[config.mk]
export PLATFORM = sky130hd
export DESIGN_NAME = ej32_rom_arb
export DESIGN_NICKNAME = d
export VERILOG_FILES = /design/src/rtl/ej32_rom_arb.sv
export SDC_FILE = /design/constraint.sdc
export NUM_CORES = 1
export LEC_CHECK = 0
export ABC_AREA = 1
export ABC_CLOCK_PERIOD_IN_PS = 2400
export CORE_ASPECT_RATIO = 0.7
export CORE_UTILIZATION = 53
export DETAILED_ROUTE_END_ITERATION = 8
export PLACE_DENSITY = 0.81
export SLEW_MARGIN = 40
export SYNTH_ARGS = -nofsm -noshare
export SYNTH_HDL_FRONTEND = slang
export SYNTH_SLANG_ARGS = --single-unit
[constraint.sdc]
create_clock -name clk -period 2.4 [get_ports clk]
set_input_delay 0.48 -clock clk [delete_from_list [all_inputs] [get_ports clk]]
set_output_delay 0.48 -clock clk [all_outputs]
set_load 0.05 [all_outputs]
[src/rtl/ej32_rom_arb.sv]
// Byte-serial ROM port arbiter: instruction fetch (1 byte) and data load (1/2/4 bytes)
// share one registered ROM address port; load data is assembled big-endian, zero-extended.
module ej32_rom_arb #(
    parameter int ASZ = 17
) (
    input  logic           clk,
    input  logic           rst,
    input  logic           if_req,
    input  logic [ASZ-1:0] if_addr,
    output logic           if_ack,
    output logic [7:0]     if_data,
    input  logic           ld_req,
    input  logic [ASZ-1:0] ld_addr,
    input  logic [1:0]     ld_sz,
    output logic           ld_ack,
    output logic [31:0]    ld_data,
    output logic [ASZ-1:0] rom_a,
    input  logic [7:0]     rom_d,
    output logic           busy
);

    typedef enum logic [1:0] {
        IDLE = 2'd0,
        RD   = 2'd1,
        LAST = 2'd2,
        DONE = 2'd3
    } state_t;

    state_t         state_q, state_d;
    logic           last_ld_q, last_ld_d;
    logic           id_ld_q, id_ld_d;
    logic           first_q, first_d;
    logic [1:0]     rem_q, rem_d;
    logic [23:0]    acc_q, acc_d;
    logic [ASZ-1:0] rom_a_q, rom_a_d;
    logic [7:0]     if_data_q, if_data_d;
    logic [31:0]    ld_data_q, ld_data_d;
    logic           grant_ld;

    always_ff @(posedge clk or negedge rst) begin
        if (!rst) begin
            state_q   <= IDLE;
            last_ld_q <= 1'b0;
            id_ld_q   <= 1'b0;
            first_q   <= 1'b0;
            rem_q     <= 2'd0;
            acc_q     <= 24'h0;
            rom_a_q   <= '0;
            if_data_q <= 8'h0;
            ld_data_q <= 32'h0;
        end else begin
            state_q   <= state_d;
            last_ld_q <= last_ld_d;
            id_ld_q   <= id_ld_d;
            first_q   <= first_d;
            rem_q     <= rem_d;
            acc_q     <= acc_d;
            rom_a_q   <= rom_a_d;
            if_data_q <= if_data_d;
            ld_data_q <= ld_data_d;
        end
    end

    always_comb begin
        state_d   = state_q;
        last_ld_d = last_ld_q;
        id_ld_d   = id_ld_q;
        first_d   = first_q;
        rem_d     = rem_q;
        acc_d     = acc_q;
        rom_a_d   = rom_a_q;
        if_data_d = if_data_q;
        ld_data_d = ld_data_q;
        grant_ld  = 1'b0;
        case (state_q)
            IDLE: begin
                if (if_req || ld_req) begin
                    // On a tie the requester that did not win last time is served.
                    grant_ld  = ld_req && (!if_req || !last_ld_q);
                    id_ld_d   = grant_ld;
                    last_ld_d = grant_ld;
                    first_d   = 1'b1;
                    acc_d     = 24'h0;
                    state_d   = RD;
                    if (grant_ld) begin
                        rom_a_d = ld_addr;
                        case (ld_sz)
                            2'b00:   rem_d = 2'd0;
                            2'b01:   rem_d = 2'd1;
                            default: rem_d = 2'd3;
                        endcase
                    end else begin
                        rom_a_d = if_addr;
                        rem_d   = 2'd0;
                    end
                end
            end
            RD: begin
                // rom_d lags rom_a by one cycle, so the first RD cycle has nothing to capture.
                first_d = 1'b0;
                if (!first_q) begin
                    acc_d = {acc_q[15:0], rom_d};
                end
                if (rem_q == 2'd0) begin
                    state_d = LAST;
                end else begin
                    rom_a_d = rom_a_q + ASZ'(1);
                    rem_d   = rem_q - 2'd1;
                end
            end
            LAST: begin
                state_d = DONE;
                if (id_ld_q) begin
                    ld_data_d = {acc_q, rom_d};
                end else begin
                    if_data_d = rom_d;
                end
            end
            DONE: begin
                state_d = IDLE;
            end
            default: begin
                state_d = IDLE;
            end
        endcase
    end

    assign if_ack  = (state_q == DONE) && !id_ld_q;
    assign ld_ack  = (state_q == DONE) && id_ld_q;
    assign if_data = if_data_q;
    assign ld_data = ld_data_q;
    assign rom_a   = rom_a_q;
    assign busy    = (state_q != IDLE);

endmodule

# Word-level counts from Yosys, hierarchy flattened
# Cells that the tools add are included.
# word_totals
register_bits	87
in_bits	48
out_inout_bits	60
wordCells	55
# classes
add_sub_neg	2
n_eq_ne	8
n_mux	17
n_bitwise	1
n_reduce_logical	19
# op_table
operator	n
17-bit 2-to-1 mux	3
24-bit 2-to-1 mux	2
24-bit one-hot mux with 2 select lines	1
17-bit one-hot mux with 2 select lines	1
17-bit by 1-bit adder with 17-bit output (second input constant)	1
2-bit 2-to-1 mux	5
2-bit AND reduction	5
2-bit inequality test (second input constant)	4
2-bit one-hot mux with 2 select lines	2
2-bit one-hot mux with 4 select lines	1
2-bit logical NOT	3
3-bit AND reduction	2
2-bit by 1-bit == test with 1-bit output (second input constant)	2
2-bit == test (second input constant)	2
2-bit nonzero test	2
1-bit logical AND	3
1-bit logical NOT	2
1-bit logical OR	2
1-bit one-hot mux with 2 select lines	1
2-bit by 1-bit subtractor with 2-bit output (second input constant)	1
1-bit 2-to-1 mux	1
1-bit NOT	1

# Longest topological paths before layout
# Gate-level depths: netlist of run 1.
# logic_depth
ltp_word	6
mapped_depth	10

# Least setup slack after synthesis of run 1
# OpenSTA, ideal clock, no wires.
# synth_path
path_kind	register -> output
from	reg state_q[0]
to	out if_ack
arrival_time_ns	1.190
required_ns	1.920
path_slack_ns	0.730
stages_incl_launch_ff	4
n_path_buf	0
cell_sequence	dfrtp_1 ha_1 inv_1 nor2_1
# synth_between
elab_chain_cells	2
# synth_rtl
item	line_no	rtl
start: declaration	29	state_t state_q, state_d;
start signal: assignment	52	state_q <= state_d;
2-bit == test	128	assign if_ack = (state_q == DONE) && !id_ld_q;
1-bit logical AND	128	
end: declaration	10	output logic if_ack,
# Every way passes these cells.

# Worst setup path after layout of run 1
# layout_path
from	reg rom_a_q[2], in the netlist rom_a[2]
to	out rom_a[2]
# layout_lines
item	line_no	rtl
start: declaration	35	logic [ASZ-1:0] rom_a_q, rom_a_d;
start signal: assignment	58	rom_a_q <= rom_a_d;
end: declaration	17	output logic [ASZ-1:0] rom_a,
# No word-level cell between the ends.

==> flow_summary.toml, run 1 <==
[global_routing]
grt_pass1_wl_microns = 19500
antenna_found_initial = 0
grt_max_degree = 65
grtUsageTotal = 0.289
grt_overflow = 0
first_global_vias = 3844

[power_and_ir_drop]
power_density_nw_per_um2 = 1500
irDropWorstVdd_mv = 1.33
p_total_uw = 8750
p_switching_uw = 4380
netSwitchingFraction = 0.501
clockPowerShare = 0.174
comb_power_share = 0.550
power_leakage_uw = 0.00261
p_int_uw = 4370
pwr-share-seq = 0.275

[worst_setup_path]
worstPathCellList = "clkdlybuf4s50_1"
crit_path_end_kind = "output port"
arrival_ps = 1690
crit_fanout = 8
r2r_end = "rom_a[5]"
crit_type = "reg2out"
r2r_setup_slack_ps = 440
reg2regPathDepth = 9
r2r_start = "state_q[0]"
crit_path_max_incr_delay_ps = 870
startpoint = "rom_a[2]"
critPathRequiredTime_ps = 1920
start_kind = "flop"
path_delay_family = "buffers and inverters"
critical_path.slowest_cell = "clkdlybuf4s50_1"
crit_buf_inv = 1

[die]
rows = 27
start_util = 0.552
dieArea_sq_um = 8600
io-pin-count = 108
die_h_microns = 77.9
core_sq_um = 7910
die_x_microns = 110

[cts]
cts-buffers-inserted = 9
cts_tree = "done"
postCtsHoldBufs = 0
root_buffer = "clkbuf_16"
clk_pin_slew_ps = 70
insertion_delay_ps = 350
cts.sinks = 87
cts_resized = 0
postCtsSetupBuffers = 0
cts_buffer_depth = 2
h-tree-depth = 3

[worst_hold_path]
hp-class = "in2async"

[placement]
place.port_buffers = 107
gp_congestion = 0.878
place_hpwl_microns = 8160

[timing]
rsz0062_at_grt = "no"
relSlewSlack = 0.621
worst_pin_slew_ps = 566
tns_ps = 0
slew_viol_final = 0
finalCritPeriodShare = 0.903
setup_viol = 0
period_needed_ps = 2170
fin_skew_ps = 10.3
finalHoldViolations = 0
fmax_mhz = 462

[yosys]
synth_edf_count = 0
synth.distinct_cells = 30
synth_cells = 520
synth-seq-area-share = 0.499
synth_warnings = 0
syn_area_per_cell_sq_um = 8.39
async_flop_share = 1.00
synth-seq-cells = 87
synth_flop_cell = "dfrtp_1"
synth_area_sq_um = 4360
syn_nets = 574

[detailed_routing]
via_count = 3975
wl_per_cell_microns = 16.3
wl_microns = 11900
drt_iter0_drc = 311
drtAntennaViolNets = 0
avgViaCountPerCell = 5.45
drc = 0
first_pass_iters = 5

[layout]
ff_latch_area_sq_um = 2180
area_growth_pct = 33.3
multi_input_area_sq_um = 1790
mostFrequentLayoutCells = "clkdlybuf4s50_1 (103), nand2_1 (90), dfrtp_1 (87), nor2_1 (69), o21ai_0 (66)"
fin_nets = 677
diodes = 0
drive_gt1_frac = 0.124
nFillCells = 598
final_common_cell = "clkdlybuf4s50_1"

[flow_run]
maxCapViolations = 0

[run_status]
outcome = "finished clean"
state kept, by name, summed over array words and instances, names as in the netlist:
signal,flops
id_ld_q,1
acc_q,24
if_data,8
first_q,1
rom_a,17
state_q,2
rem_q,2
ld_data,32
cells in the mapped netlist, types with 2 or more instances:
master / n / area, sq um
o21bai_1: 3 / 22.5
nand4_1: 2 / 12.5
nand3_2: 20 / 200
o21ai_2: 21 / 184
clkbuf_1: 9 / 33.8
inv_1: 59 / 221
nand2_1: 91 / 342
a21oi_1: 21 / 105
buf_6: 3 / 33.8
o21ai_1: 11 / 55.1
inv_2: 3 / 11.3
ha_1: 6 / 75.1
buf_4: 5 / 37.5
o22ai_1: 2 / 12.5
nor2_1: 69 / 259
dfrtp_1: 87 / 2180
nand3_1: 25 / 125
o21ai_0: 66 / 330
buf_8: 2 / 30.0
buf_2: 5 / 25.0
through the flow:
stage	cells	util	hold slack (ps)	instance area (sq um)	setup WS (ps)
after global routing	729	0.736	127	5820	203
after floorplan	520	-	184	4360	730
after CTS	729	0.735	104	5810	55.1
final	729	0.736	91.9	5820	234
after global placement	713	0.693	466	5480	373
after detailed placement	713	0.693	471	5480	339
layer usage:
metal	track usage	part of all wire	up-vias	routed length (microns)
met1	0.405	0.46	1915	5480
met5	0	0	-	0
met4	0.0733	0.016	0	193
li1	-	-	1895	-
met2	0.446	0.45	146	5390
met3	0.0805	0.071	19	850
logic make-up (layout without fill, tap and decap cells):
group,count (synthesis),after routing,share of synthesized area
AND/OR/NAND/NOR,212,212,0.223
AO/OA/AOI/OAI,128,128,0.169
flip-flops,87,87,0.499
buffers and inverters,87,195,0.0912
adder cells (fa/ha/maj),6,6,0.0172
worst max-delay path by stage:
| stage | end | slack, ps | cells past startpoint |
|---|---|---|---|
| 3_3_place_gp | acc_q[9] | 370 | 7 |
| 5_1_grt | rom_a[2] | 200 | 1 |
| 4_1_cts | if_ack | 60 | 4 |
| 2_1_floorplan | if_ack | 730 | 3 |
| 6_report | rom_a[2] | 230 | 1 |
| 3_5_place_dp | acc_q[17] | 340 | 7 |
layout make-up:
type	count	share of cell area
Sequential cell	87	0.374
Multi-Input combinational cell	346	0.308
Timing Repair Buffer	116	0.198
Clock buffer	10	0.0411
Inverter	63	0.0409
Tap cell	101	0.0217
Clock inverter	6	0.0157
power by group through the flow:
stage               clock, uW  combinational [uW]  sequential (uW)
finish                   1530                4810             2410
global placement            0                4640             2380
global route             1600                5150             2460
detailed placement          0                4730             2400
CTS                      1550                4790             2400
floorplan                   0                2190             3590
Power figures use the tool's default switching activity.
==> run 2: changes to the inputs <==
--- a/config.mk
+++ b/config.mk
@@ -8,9 +8,10 @@
 export ABC_AREA = 1
 export ABC_CLOCK_PERIOD_IN_PS = 2400
 export CORE_ASPECT_RATIO = 0.7
-export CORE_UTILIZATION = 53
+export CORE_UTILIZATION = 55
+export CTS_BUF_LIST = sky130_fd_sc_hd__clkbuf_4
 export DETAILED_ROUTE_END_ITERATION = 8
-export PLACE_DENSITY = 0.81
+export PLACE_DENSITY = 0.84
 export SLEW_MARGIN = 40
 export SYNTH_ARGS = -nofsm -noshare
 export SYNTH_HDL_FRONTEND = slang
==> run 2 against run 1 <==
Effect of this change: sequential power about the same; utilization up 1.3 points; clock power down 45%; register-to-register slack worse by 200 ps; largest cell class unchanged.
==> flow_summary.toml, run 2 (synthesis gave the netlist of run 1 again) <==
[timing]
setup_viol = 0
slew_viol_final = 0
fin_skew_ps = 12.3
relSlewSlack = 0.540
finalHoldViolations = 0
tns_ps = 0
worst_pin_slew_ps = 689
whs_ps = 26.4
rsz0062_at_grt = "no"
finalCritPeriodShare = 0.942
fmax_mhz = 442
period_needed_ps = 2260

[layout]
fin_nets = 676
mostFrequentLayoutCells = "clkdlybuf4s50_1 (103), nand2_1 (91), dfrtp_1 (87), nor2_1 (69), o21ai_0 (66)"
area_growth_pct = 28.4
diodes = 0
design_area_sq_um = 5600
largest_register_ffs = 32
drive_gt1_frac = 0.118
nFillCells = 592
multi_input_area_sq_um = 1790
final_common_cell = "clkdlybuf4s50_1"
ff_latch_area_sq_um = 2180

[worst_setup_path]
worstPathCellList = "clkdlybuf4s50_1"
crit_buf_inv = 1
crit_fanout = 6
critPathRequiredTime_ps = 1920
r2r_end = "rom_a[5]"
crit_path_max_incr_delay_ps = 850
crit_type = "reg2out"
r2r_start = "state_q[1]"
crit_path_end_kind = "output port"
arrival_ps = 1780
path_delay_family = "buffers and inverters"
critical_path.slowest_cell = "clkdlybuf4s50_1"
reg2regPathDepth = 10
r2r_setup_slack_ps = 240
start_kind = "flop"

[die]
dieArea_sq_um = 8300
core_sq_um = 7480
io-pin-count = 108
die_x_microns = 108
start_util = 0.583
rows = 26
die_h_microns = 76.5

[global_routing]
grt_overflow = 0
antenna_found_initial = 0
first_global_vias = 3797
grtUsageTotal = 0.302
grt_pass1_wl_microns = 19100
grt_max_degree = 47

[detailed_routing]
drt_iter0_drc = 230
via_count = 3912
first_pass_iters = 4
wl_per_cell_microns = 15.5
drtAntennaViolNets = 0
wl_microns = 11200
avgViaCountPerCell = 5.40
drc = 0

[cts]
cts-buffers-inserted = 9
insertion_delay_ps = 440
cts_buffer_depth = 2
root_buffer = "clkbuf_4"
cts.sinks = 87
clk_pin_slew_ps = 140
cts_tree = "done"
postCtsHoldBufs = 0
h-tree-depth = 3

[placement]
place.port_buffers = 107
gp_congestion = 0.881
place_area_sq_um = 5470
place_hpwl_microns = 8490

[flow_run]
maxCapViolations = 0

[worst_hold_path]
hp-class = "in2async"

[power_and_ir_drop]
irDropWorstVdd_mv = 0.955
power_density_nw_per_um2 = 1420
p_total_uw = 7970
power_leakage_uw = 0.00250

[run_status]
outcome = "finished clean"
==> run 2: cell count changes in the layout (fill, tap and decap cells not counted), sizes merged <==
cell          previous run  this run
clkinv                   1         4
dlygate4sd2              0         2
dlymetal6s2s             2         0
buf                     11        10
bufinv                   2         1
clkbuf                  10         9
clkinvlp                 3         2
==> run 2: how the worst max path moves through the flow <==
stage,startpoint,to,slack [ps],cells after the start
5_1_grt,rom_a[11],rom_a[11],50,1
3_3_place_gp,if_req,acc_q[21],280,7
4_1_cts,rom_a[11],rom_a[11],130,1
3_5_place_dp,if_req,acc_q[22],190,7
6_report,rom_a[11],rom_a[11],140,1
2_1_floorplan,state_q[0],if_ack,730,3
==> run 2: layer usage <==
| layer | routed length (microns) | vias to the layer above | track usage |
|---|---|---|---|
| met2 | 5020 | 140 | 0.431 |
| met1 | 5410 | 1877 | 0.463 |
| li1 | - | 1887 | - |
| met3 | 701 | 8 | 0.0710 |
| met5 | 0 | - | 0 |
| met4 | 112 | 0 | 0.0730 |
==> run 2: cell type report <==
| type | instances | area share |
|---|---|---|
| sequential | 87 | 0.388 |
| timing repair buffer | 115 | 0.203 |
| clock inverter | 7 | 0.0129 |
| inverter | 63 | 0.0424 |
| multi-input combinational | 346 | 0.319 |
| tap | 98 | 0.0219 |
| clock buffer | 9 | 0.0121 |
==> run 2: power by group <==
group	switching (uW)	leakage [uW]	internal [uW]
sequential	444	0.00113	1960
combinational	3310	0.00130	1420
clock	517	0.0000691	319
==> run 2: stage by stage <==
step / worst slack, ps / cells / util
after detailed placement: 192 / 709 / 0.731
after CTS: 131 / 725 / 0.749
final: 139 / 725 / 0.749
after floorplan: 730 / 520 / -
after global placement: 281 / 709 / 0.731
after global routing: 47.0 / 725 / 0.749
==> run 2: repair_timing <==
item                                    in CTS  in global routing
buffers inserted                             0                  0
endpoints found under the setup margin       2                  0
endpoints found under the hold margin        0                  0
gates resized for setup                      2                  0
